--- config.mk ---
export PLATFORM = sky130hd
export DESIGN_NAME = camera_frame_writer
export DESIGN_NICKNAME = d
export VERILOG_FILES = /design/src/rtl/cam_pkg.sv /design/src/rtl/cam_sync_edge.sv /design/src/rtl/camera_frame_writer.sv
export SDC_FILE = /design/constraint.sdc
export NUM_CORES = 1
export LEC_CHECK = 0
export CORE_ASPECT_RATIO = 0.5
export CORE_MARGIN = 2
export CORE_UTILIZATION = 29
export CTS_CLUSTER_SIZE = 24
export DETAILED_ROUTE_END_ITERATION = 7
export DONT_BUFFER_PORTS = 1
export SLEW_MARGIN = 10
export SYNTH_ARGS = -nofsm -noshare
export SYNTH_HDL_FRONTEND = slang
export SYNTH_SLANG_ARGS = --single-unit
export TNS_END_PERCENT = 100
--- constraint.sdc ---
create_clock -name CLK -period 6.1 [get_ports CLK]
set_input_delay 1.22 -clock CLK [delete_from_list [all_inputs] [get_ports CLK]]
set_output_delay 1.22 -clock CLK [all_outputs]
set_load 0.01 [all_outputs]
--- src/rtl/cam_pkg.sv ---
// Shared definitions for the camera frame writer: pixel-format codes, FSM states,
// reference RGB332 colours and the byte-pair to RGB332 conversion.
package cam_pkg;

  localparam logic [1:0] MODE_RGB565 = 2'd0;
  localparam logic [1:0] MODE_RGB444 = 2'd1;
  localparam logic [1:0] MODE_RAW    = 2'd2;

  typedef enum logic [1:0] {
    IDLE  = 2'd0,
    FRAME = 2'd1,
    LINE  = 2'd2
  } state_t;

  localparam logic [7:0] RED   = 8'hE0;
  localparam logic [7:0] GREEN = 8'h1C;
  localparam logic [7:0] BLUE  = 8'h03;

  // The reserved mode code falls into the RGB565 branch.
  function automatic logic [7:0] to_rgb332(input logic [1:0] mode,
                                           input logic [7:0] hi,
                                           input logic [7:0] lo);
    case (mode)
      MODE_RGB444: return {hi[3:1], lo[7:5], lo[3:2]};
      MODE_RAW:    return lo;
      default:     return {hi[7:5], hi[2:0], lo[4:3]};
    endcase
  endfunction

endpackage

--- src/rtl/cam_sync_edge.sv ---
// Two-flop synchroniser for one asynchronous camera signal, with a third flop
// so rising and falling edges can be detected in the system clock domain.
module cam_sync_edge (
  input  logic i_clk,
  input  logic i_rst,
  input  logic i_async,
  output logic o_level,
  output logic o_rise,
  output logic o_fall
);

  logic r_s1;
  logic r_s2;
  logic r_s3;

  always_ff @(posedge i_clk) begin
    if (i_rst) begin
      r_s1 <= 1'b0;
      r_s2 <= 1'b0;
      r_s3 <= 1'b0;
    end else begin
      r_s1 <= i_async;
      r_s2 <= r_s1;
      r_s3 <= r_s2;
    end
  end

  assign o_level = r_s2;
  assign o_rise  = r_s2 & ~r_s3;
  assign o_fall  = ~r_s2 & r_s3;

endmodule

--- src/rtl/camera_frame_writer.sv ---
// Camera-bus to frame-buffer write path: synchronises the OV camera bus, builds
// RGB332 pixels, decimates, bounds-checks and emits registered write strobes.
module camera_frame_writer
  import cam_pkg::*;
#(
  parameter int SCREEN_WIDTH  = 176,
  parameter int SCREEN_HEIGHT = 144,
  parameter int ADDR_W        = 15,
  parameter int DECIM_LOG2    = 0
) (
  input  logic              CLK,
  input  logic              RESET,
  input  logic              PCLK,
  input  logic              HREF,
  input  logic              VSYNC,
  input  logic [7:0]        DATA,
  input  logic [1:0]        MODE,
  input  logic              CAPTURE_EN,
  output logic              W_EN,
  output logic [ADDR_W-1:0] W_ADDR,
  output logic [7:0]        W_DATA,
  output logic [9:0]        X,
  output logic [9:0]        Y,
  output logic              FRAME_DONE,
  output logic [9:0]        LINE_COUNT,
  output logic              OVERRUN,
  output logic [1:0]        o_dbg_state
);

  localparam int DW = (DECIM_LOG2 > 0) ? DECIM_LOG2 : 1;
  localparam logic [9:0] W10 = 10'(SCREEN_WIDTH);
  localparam logic [9:0] H10 = 10'(SCREEN_HEIGHT);

  logic w_pclk_lvl, w_pclk_re, w_pclk_fall;
  logic w_href_lvl, w_href_rise, w_href_fall;
  logic w_vsync_lvl, w_vsync_rise, w_vsync_fall;
  logic w_unused_edges;

  cam_sync_edge u_sync_pclk (
    .i_clk(CLK), .i_rst(RESET), .i_async(PCLK),
    .o_level(w_pclk_lvl), .o_rise(w_pclk_re), .o_fall(w_pclk_fall)
  );
  cam_sync_edge u_sync_href (
    .i_clk(CLK), .i_rst(RESET), .i_async(HREF),
    .o_level(w_href_lvl), .o_rise(w_href_rise), .o_fall(w_href_fall)
  );
  cam_sync_edge u_sync_vsync (
    .i_clk(CLK), .i_rst(RESET), .i_async(VSYNC),
    .o_level(w_vsync_lvl), .o_rise(w_vsync_rise), .o_fall(w_vsync_fall)
  );

  assign w_unused_edges = &{1'b0, w_pclk_lvl, w_pclk_fall, w_href_rise, w_vsync_lvl};

  // DATA goes through the same depth as PCLK so the byte lines up with pclk_re.
  logic [7:0] r_data_s1;
  logic [7:0] r_data_s2;

  always_ff @(posedge CLK) begin
    if (RESET) begin
      r_data_s1 <= 8'h00;
      r_data_s2 <= 8'h00;
    end else begin
      r_data_s1 <= DATA;
      r_data_s2 <= r_data_s1;
    end
  end

  state_t r_state;
  state_t w_next;

  always_ff @(posedge CLK) begin
    if (RESET) r_state <= IDLE;
    else       r_state <= w_next;
  end

  always_comb begin
    w_next = r_state;
    case (r_state)
      IDLE:  if (w_vsync_fall && CAPTURE_EN) w_next = FRAME;
      FRAME: begin
        if (w_vsync_rise)                 w_next = IDLE;
        else if (w_pclk_re && w_href_lvl) w_next = LINE;
      end
      LINE: begin
        if (w_vsync_rise)     w_next = IDLE;
        else if (w_href_fall) w_next = FRAME;
      end
      default: w_next = IDLE;
    endcase
  end

  logic w_start, w_byte, w_line_start, w_line_end, w_frame_end;

  always_comb begin
    w_start      = 1'b0;
    w_byte       = 1'b0;
    w_line_start = 1'b0;
    w_line_end   = 1'b0;
    w_frame_end  = 1'b0;
    case (r_state)
      IDLE: w_start = w_vsync_fall & CAPTURE_EN;
      FRAME: begin
        w_frame_end  = w_vsync_rise;
        w_byte       = w_pclk_re & w_href_lvl & ~w_vsync_rise;
        w_line_start = w_byte;
      end
      LINE: begin
        w_frame_end = w_vsync_rise;
        w_byte      = w_pclk_re & w_href_lvl & ~w_vsync_rise;
        w_line_end  = w_href_fall & ~w_vsync_rise;
      end
      default: ;
    endcase
  end

  logic              r_phase;
  logic [7:0]        r_hi;
  logic [9:0]        r_x;
  logic [9:0]        r_y;
  logic [ADDR_W-1:0] r_row_base;
  logic [DW-1:0]     r_pdec;
  logic [DW-1:0]     r_ldec;
  logic [9:0]        r_line_cnt;

  logic          w_raw, w_pix, w_keep, w_in_bounds;
  logic [7:0]    w_pix_data;
  logic [DW-1:0] w_pdec_next, w_ldec_next;

  assign w_raw       = (MODE == MODE_RAW);
  assign w_pix       = w_byte & (w_raw | r_phase);
  assign w_pix_data  = to_rgb332(MODE, r_hi, r_data_s2);
  assign w_keep      = w_pix & (r_pdec == '0) & (r_ldec == '0);
  assign w_in_bounds = (r_x < W10) & (r_y < H10);
  assign w_pdec_next = (DECIM_LOG2 == 0) ? '0 : r_pdec + DW'(1);
  assign w_ldec_next = (DECIM_LOG2 == 0) ? '0 : r_ldec + DW'(1);

  always_ff @(posedge CLK) begin
    if (RESET) begin
      W_EN       <= 1'b0;
      W_ADDR     <= '0;
      W_DATA     <= 8'h00;
      FRAME_DONE <= 1'b0;
      LINE_COUNT <= 10'd0;
      OVERRUN    <= 1'b0;
      r_phase    <= 1'b0;
      r_hi       <= 8'h00;
      r_x        <= 10'd0;
      r_y        <= 10'd0;
      r_row_base <= '0;
      r_pdec     <= '0;
      r_ldec     <= '0;
      r_line_cnt <= 10'd0;
    end else begin
      W_EN       <= 1'b0;
      FRAME_DONE <= 1'b0;
      if (w_start) begin
        r_x        <= 10'd0;
        r_y        <= 10'd0;
        r_row_base <= '0;
        r_pdec     <= '0;
        r_ldec     <= '0;
        r_phase    <= 1'b0;
        r_line_cnt <= 10'd0;
      end
      if (w_byte && !w_raw) begin
        r_phase <= ~r_phase;
        if (!r_phase) r_hi <= r_data_s2;
      end
      if (w_pix) r_pdec <= w_pdec_next;
      // Out-of-range pixels leave x parked at the limit and only flag OVERRUN.
      if (w_keep) begin
        if (w_in_bounds) begin
          W_EN   <= 1'b1;
          W_ADDR <= r_row_base + ADDR_W'(r_x);
          W_DATA <= w_pix_data;
          r_x    <= r_x + 10'd1;
        end else begin
          OVERRUN <= 1'b1;
        end
      end
      if (w_line_start && r_line_cnt != 10'h3FF) r_line_cnt <= r_line_cnt + 10'd1;
      if (w_line_end) begin
        r_x     <= 10'd0;
        r_phase <= 1'b0;
        r_pdec  <= '0;
        r_ldec  <= w_ldec_next;
        if (r_ldec == '0 && r_y < H10) begin
          r_y        <= r_y + 10'd1;
          r_row_base <= r_row_base + ADDR_W'(SCREEN_WIDTH);
        end
      end
      if (w_frame_end) begin
        FRAME_DONE <= 1'b1;
        LINE_COUNT <= r_line_cnt;
        r_phase    <= 1'b0;
      end
    end
  end

  assign X           = r_x;
  assign Y           = r_y;
  assign o_dbg_state = r_state;

endmodule

==> out/summary.txt, run 1 <==
status = finished, final reports clean
Worst Skew = 0.007715 ns
1st-iter DRT viols = 334
f_max = 0.3361 GHz
Seq/Total Area, Yosys = 44.29%
global-route wire length before repair = 20.15 mm
CP endpoint kind = flip-flop
Area Growth Syn to Fin = 14.77%
kind of critical path = reg2reg
CTS root buf = clkbuf_16
Main synth FF type = dfxtp_1
H-tree Lvls = 4
Worst-Skew Late Latency = 0.40 ns
Yosys cell types = 54
Mapped Nets = 646
Yosys top cell area share = 44.29%
Detail Route Antenna Nets = 0
die area = 0.01924 sq mm
Starting Density = 29.92%
Via Count = 4242
average size of a mapped cell = 8.610 sq um
P_int = 0.001471 W
FFs w/ async S/R, synth = 0%
# rows = 34
CTS Buffer Depth = 2
Slew @ Worst Pin = 0.8894 ns
Detailed Routing Iterations Pass 1 = 5
Synth top cells by count = 116 x dfxtp_1, 68 x nand2_1, 61 x a21oi_1
TNS Setup = 0 ns
Ys Warns = 0
Worst setup SP type = flip-flop
number of port buffers = 0
Rel. slew slack = 40.56%
Hold Vio Cnt, Final = 0
DP Area = 0.005409 sq mm
GRT overflow = 0
max-slew violations = 0
Sw Ratio = 19.76%
CP arrival = 3.24 ns
Tightest Hold Check Type = reg2reg
Die X = 194.2 um
WP data required = 6.36 ns
dpl ws = 2.787 ns
clk sinks = 116
drt drc = 0
Cells after Synth = 609
CTS tree = yes
GRT Overall Usage = 13.03%
vias in the first global route = 3884
Sw Pwr = 0.0003620 W
setup slack after layout = 3.125 ns
largest net degree at the start of global routing = 94
PD cells = 304.5 mW/mm^2
unrepaired setup endpoints after global routing = no
Final setup violation count = 0
Post-Synthesis Cell Area = 0.005244 sq mm
HPWL after DPL = 8.710 mm
Tcrit/Tclk final = 48.77%
#FFs+latches synth = 116
I/O pin count = 74
drt wl/cell = 14.67 um
Final Cell Area = 0.006018 sq mm
layout net count = 636
drt total wl = 12.41 mm
Peak VDD IR = 185.0 uV
Reg clk slew, reported paths = 0.05 ns
final RePlAce weighted congestion = 0.7704
CTS Buf Count = 17
Final Util = 34.34%
cell taking the most area after synthesis = dfxtp_1
Hold Path Stages = 1
Max-Cap Viols = 0
antenna violations before repair = 2
CORE AREA = 0.01753 sq mm
hold_buf cts = 0
Die Ht = 99.09 um
cell with the most instances after synthesis = dfxtp_1
critical-path maximum fanout = 27
fraction of layout cells with a size suffix above 1 = 6.710%
number of flops mapped to enable cells by yosys = 0
post-layout min period = 2.975 ns
via/cell ratio = 5.014
leakage = 2.179 nW
clock share of power = 55.6%
top cells by area, synth = dfxtp_1 44%, a21oi_1 5.8%, nand2_1 4.9%
Reg power frac = 42.2%
reg2reg path depth = 6
post-cts sizing count = 0
Setup Buffers After CTS = 0
Combinational Power Share = 2.2%
state kept, by name (all words and copies together), names as in the netlist, 2 cells and up:
signal	count
W_ADDR	15
r_row_base	15
LINE_COUNT	10
X	10
Y	10
r_line_cnt	10
W_DATA	8
r_data_s1	8
r_data_s2	8
r_hi	7
o_dbg_state	2
cell families after synthesis:
group / count (synthesis) / share of synthesized area, %
adders and majority gates: 21 / 5.154
xor gates and xnor gates: 16 / 2.672
AOI/OAI and AO/OA: 154 / 18.47
DFF: 116 / 44.29
buffers and inverters: 45 / 3.651
muxes: 9 / 1.718
and+or+nand+nor: 248 / 24.05
layer usage:
metal	track usage, %	vias up	wire length (um)
met5	0	-	13
met1	16.46	2005	5840
met4	3.671	2	95
met3	5.613	10	1040
met2	20.34	84	5420
li1	-	2141	-
metrics by stage:
| stage | power [W] | std cells | hold slack, ns |
|---|---|---|---|
| 5_1_grt | 0.001900 | 846 | 0.4591 |
| 4_1_cts | 0.001856 | 845 | 0.4432 |
| 3_3_place_gp | 0.0008278 | 814 | 0.4174 |
| 6_report | 0.001833 | 846 | 0.4395 |
| 3_5_place_dp | 0.0008294 | 814 | 0.4302 |
| 2_1_floorplan | 0.0008261 | 609 | 0.4138 |
worst max-delay path: stages (launching register included):
cell	delay [ns]
dfxtp_1	0.51
inv_1	0.12
ha_1	0.61
o2111a_2	0.36
nand2_1	0.54
a2111oi_0	0.59
a2111oi_1	0.11
area by class of cell:
cell class / instances / area [sq um]
Antenna cell: 1 / 2.502
Clock buffer: 21 / 450.4
Clock inverter: 10 / 156.4
Fill cell: 1847 / 11510
Inverter: 15 / 56.30
Multi-Input combinational cell: 448 / 2730
Sequential cell: 116 / 2322
Tap cell: 234 / 292.8
Timing Repair Buffer: 1 / 7.507
final timing paths:
kind | to | slack, ns | start
worst max-delay path | W_ADDR[14] | 3.13 | o_dbg_state[0]
worst max register to register | W_ADDR[14] | 3.13 | o_dbg_state[0]
worst min register to register | u_sync_href.o_level | 0.44 | u_sync_href.r_s1
worst min-delay path | u_sync_href.o_level | 0.44 | u_sync_href.r_s1
cell usage in the layout (no fill, tap or decap), types with 5 or more instances in the layout:
master,instances
xor2_1,5
inv_1,15
a22oi_1,9
nor3_1,12
ha_1,20
xnor2_1,11
mux2i_1,9
a21oi_1,61
dfxtp_1,116
and3_1,11
a21o_1,7
a211oi_1,11
nand3_1,30
and2_1,7
nand2b_1,10
nand3b_1,9
nor2_1,48
or3_1,6
clkbuf_16,17
o21ai_0,23
nor2b_1,26
o21ai_1,5
nand2_1,68
o211ai_1,8
power by group through the flow:
| stage | Sequential [W] | Combinational [W] | Clock (W) |
|---|---|---|---|
| after global routing | 0.000774 | 0.0000469 | 0.00108 |
| after CTS | 0.000774 | 0.0000408 | 0.00104 |
| after global placement | 0.000789 | 0.0000385 | 0 |
| after floorplan | 0.000787 | 0.0000391 | 0 |
| final | 0.000774 | 0.0000401 | 0.00102 |
| after detailed placement | 0.000789 | 0.0000399 | 0 |
(Power assumes the default switching activity.)
==> run 2: changes to the inputs <==
clock period = 2.8 ns   (was 6.1 ns; I/O delays follow)
==> run 2 against run 1 <==
Fmax up 28%. Sequential power up 120%. Worst hold slack worse by 0.22 ns. Non-clock buffer count up 9. Final cell count up 1.3%. Critical endpoint unchanged. Register-to-register slack worse by 2.7 ns. Clock power up 100%. First-iteration DRC count down 0.90%. Clock skew up 0.0022 ns. Die area unchanged. Combinational power up 130%. Global-route usage up 0.39 points.
==> out/summary.txt, run 2 (synthesized netlist as in run 1, its figures left out) <==
Worst setup SP type = flip-flop
commonest non-fill, non-tap cell in the layout = dfxtp_1
largest registers = W_ADDR: 15 flops, r_row_base: 15 flops
status = finished, final reports clean
Worst Skew = 0.009937 ns (+0.002222 ns)
TNS Setup = 0 ns (unchanged)
f_max = 0.4286 GHz (+28%)
fraction of layout cells with a size suffix above 1 = 8.696% (+2.0 points)
Hold Path Origin = RESET
Peak VDD IR = 397.6 uV (+110%)
dpl ws = 0.4501 ns (-2.337 ns)
Reg clk slew, reported paths = 0.06 ns (about the same)
setup slack after layout = 0.4670 ns (-2.658 ns)
reg2reg path depth = 6 (unchanged)
drt wl/cell = 14.81 um (+0.96%)
r2r startpoint = o_dbg_state[0]
CP arrival = 2.62 ns (-0.62 ns)
Rel. slew slack = 58.62% (+18 points)
CTS Buf Count = 17 (unchanged)
via/cell ratio = 5.027 (+0.25%)
Worst Hold End = Y[3]
r2r endpoint = W_ADDR[14]
HPWL after DPL = 8.959 mm (+2.9%)
Tcrit/Tclk final = 83.32% (+35 points)
vias in the first global route = 3979 (+2.4%)
layout net count = 645 (+1.4%)
die area = 0.01924 sq mm (unchanged)
Starting Density = 29.92% (unchanged)
Final setup violation count = 0 (unchanged)
unrepaired setup endpoints after global routing = no
CTS tree = yes
GRT overflow = 0 (unchanged)
antenna violations before repair = 2 (unchanged)
Worst-Skew Late Latency = 0.41 ns (about the same)
Die Ht = 99.09 um (unchanged)
drt total wl = 12.69 mm (+2.3%)
max-slew violations = 0 (unchanged)
CP endpoint kind = flip-flop
Max-Cap Viols = 0 (unchanged)
Via Count = 4308 (+1.6%)
kind of critical path = reg2reg
global-route wire length before repair = 20.75 mm (+2.9%)
I/O pin count = 74 (unchanged)
post-layout min period = 2.333 ns (-0.6420 ns)
most frequent cells in the layout = 116 x dfxtp_1, 68 x nand2_1, 61 x a21oi_1
Detail Route Antenna Nets = 0 (unchanged)
clk sinks = 116 (unchanged)
critical-path maximum fanout = 17 (-37%)
Hold Vio Cnt, Final = 0 (unchanged)
FF-to-FF setup slack = 0.47 ns (-2.66 ns)
post-cts sizing count = 0 (unchanged)
Area Growth Syn to Fin = 15.22%
# rows = 34 (unchanged)
GRT Overall Usage = 13.42% (+0.39 points)
CTS root buf = clkbuf_16
leakage = 2.190 nW (+0.51%)
Tightest Hold Check Type = in2reg
drt drc = 0 (unchanged)
largest net degree at the start of global routing = 94 (unchanged)
PD cells = 632.2 mW/mm^2 (+110%)
final RePlAce weighted congestion = 0.7879 (+2.3%)
1st-iter DRT viols = 331 (-0.90%)
hold_buf cts = 0 (unchanged)
Slew @ Worst Pin = 0.6192 ns (-0.2703 ns)
number of port buffers = 0 (unchanged)
H-tree Lvls = 4 (unchanged)
CORE AREA = 0.01753 sq mm (unchanged)
Die X = 194.2 um (unchanged)
WP data required = 3.08 ns (-3.28 ns)
Detailed Routing Iterations Pass 1 = 5 (unchanged)
CTS Buffer Depth = 2 (unchanged)
Setup Buffers After CTS = 0 (unchanged)
Hold Path Stages = 1 (unchanged)
-- run 2: worst max path at each step --
stage	end	from	slack (ns)
floorplan	W_ADDR[14]	X[0]	0.70
global placement	W_ADDR[14]	o_dbg_state[0]	0.53
detailed placement	W_ADDR[14]	o_dbg_state[0]	0.45
CTS	W_ADDR[14]	o_dbg_state[0]	0.44
global route	W_ADDR[14]	o_dbg_state[0]	0.16
finish	W_ADDR[14]	o_dbg_state[0]	0.47
-- run 2: layout make-up --
type	instances	area [sq um]
inverter	15	56.30
fill	1833	11480
clock buffer	17	425.4
timing repair buffer	10	75.07
multi-input combinational	448	2730
sequential	116	2322
antenna	2	5.005
clock inverter	15	135.1
tap	234	292.8
-- run 2: routing by layer --
metal | share of wire [%] | GRT usage, % | vias to the layer above
li1 | - | - | 2172
met1 | 48 | 17.17 | 2030
met2 | 44 | 20.56 | 88
met3 | 7.1 | 4.791 | 18
met4 | 1.5 | 5.653 | 0
met5 | 0 | 0 | -
-- run 2: critical path, stage by stage, from the launching register on --
cell       delay (ns)
dfxtp_1          0.49
inv_1            0.11
ha_1             0.32
o2111a_2         0.29
nand2_1          0.40
a2111oi_0        0.49
a2111oi_1        0.10
-- run 2: through the flow --
| stage | util, % | instance area [sq um] | instances | hold slack (ns) | total power, W |
|---|---|---|---|---|---|
| after CTS | 34.44 | 6037 | 855 | 0.2039 | 0.003862 |
| after global routing | 34.47 | 6042 | 857 | 0.2103 | 0.003944 |
| after floorplan | - | 5244 | 609 | 0.4138 | 0.001800 |
| after global placement | 31.25 | 5477 | 823 | 0.4161 | 0.001808 |
| after detailed placement | 31.25 | 5477 | 823 | 0.4281 | 0.001811 |
| final | 34.47 | 6042 | 857 | 0.2154 | 0.003820 |
-- run 2: where the power goes --
group | switching (W) | total (W) | internal [W]
clock network | 0.000824 | 0.00205 | 0.00122
logic | 0.0000564 | 0.0000908 | 0.0000344
registers | 0.0000136 | 0.00168 | 0.00167
total | 0.000894 | 0.00382 | 0.00293
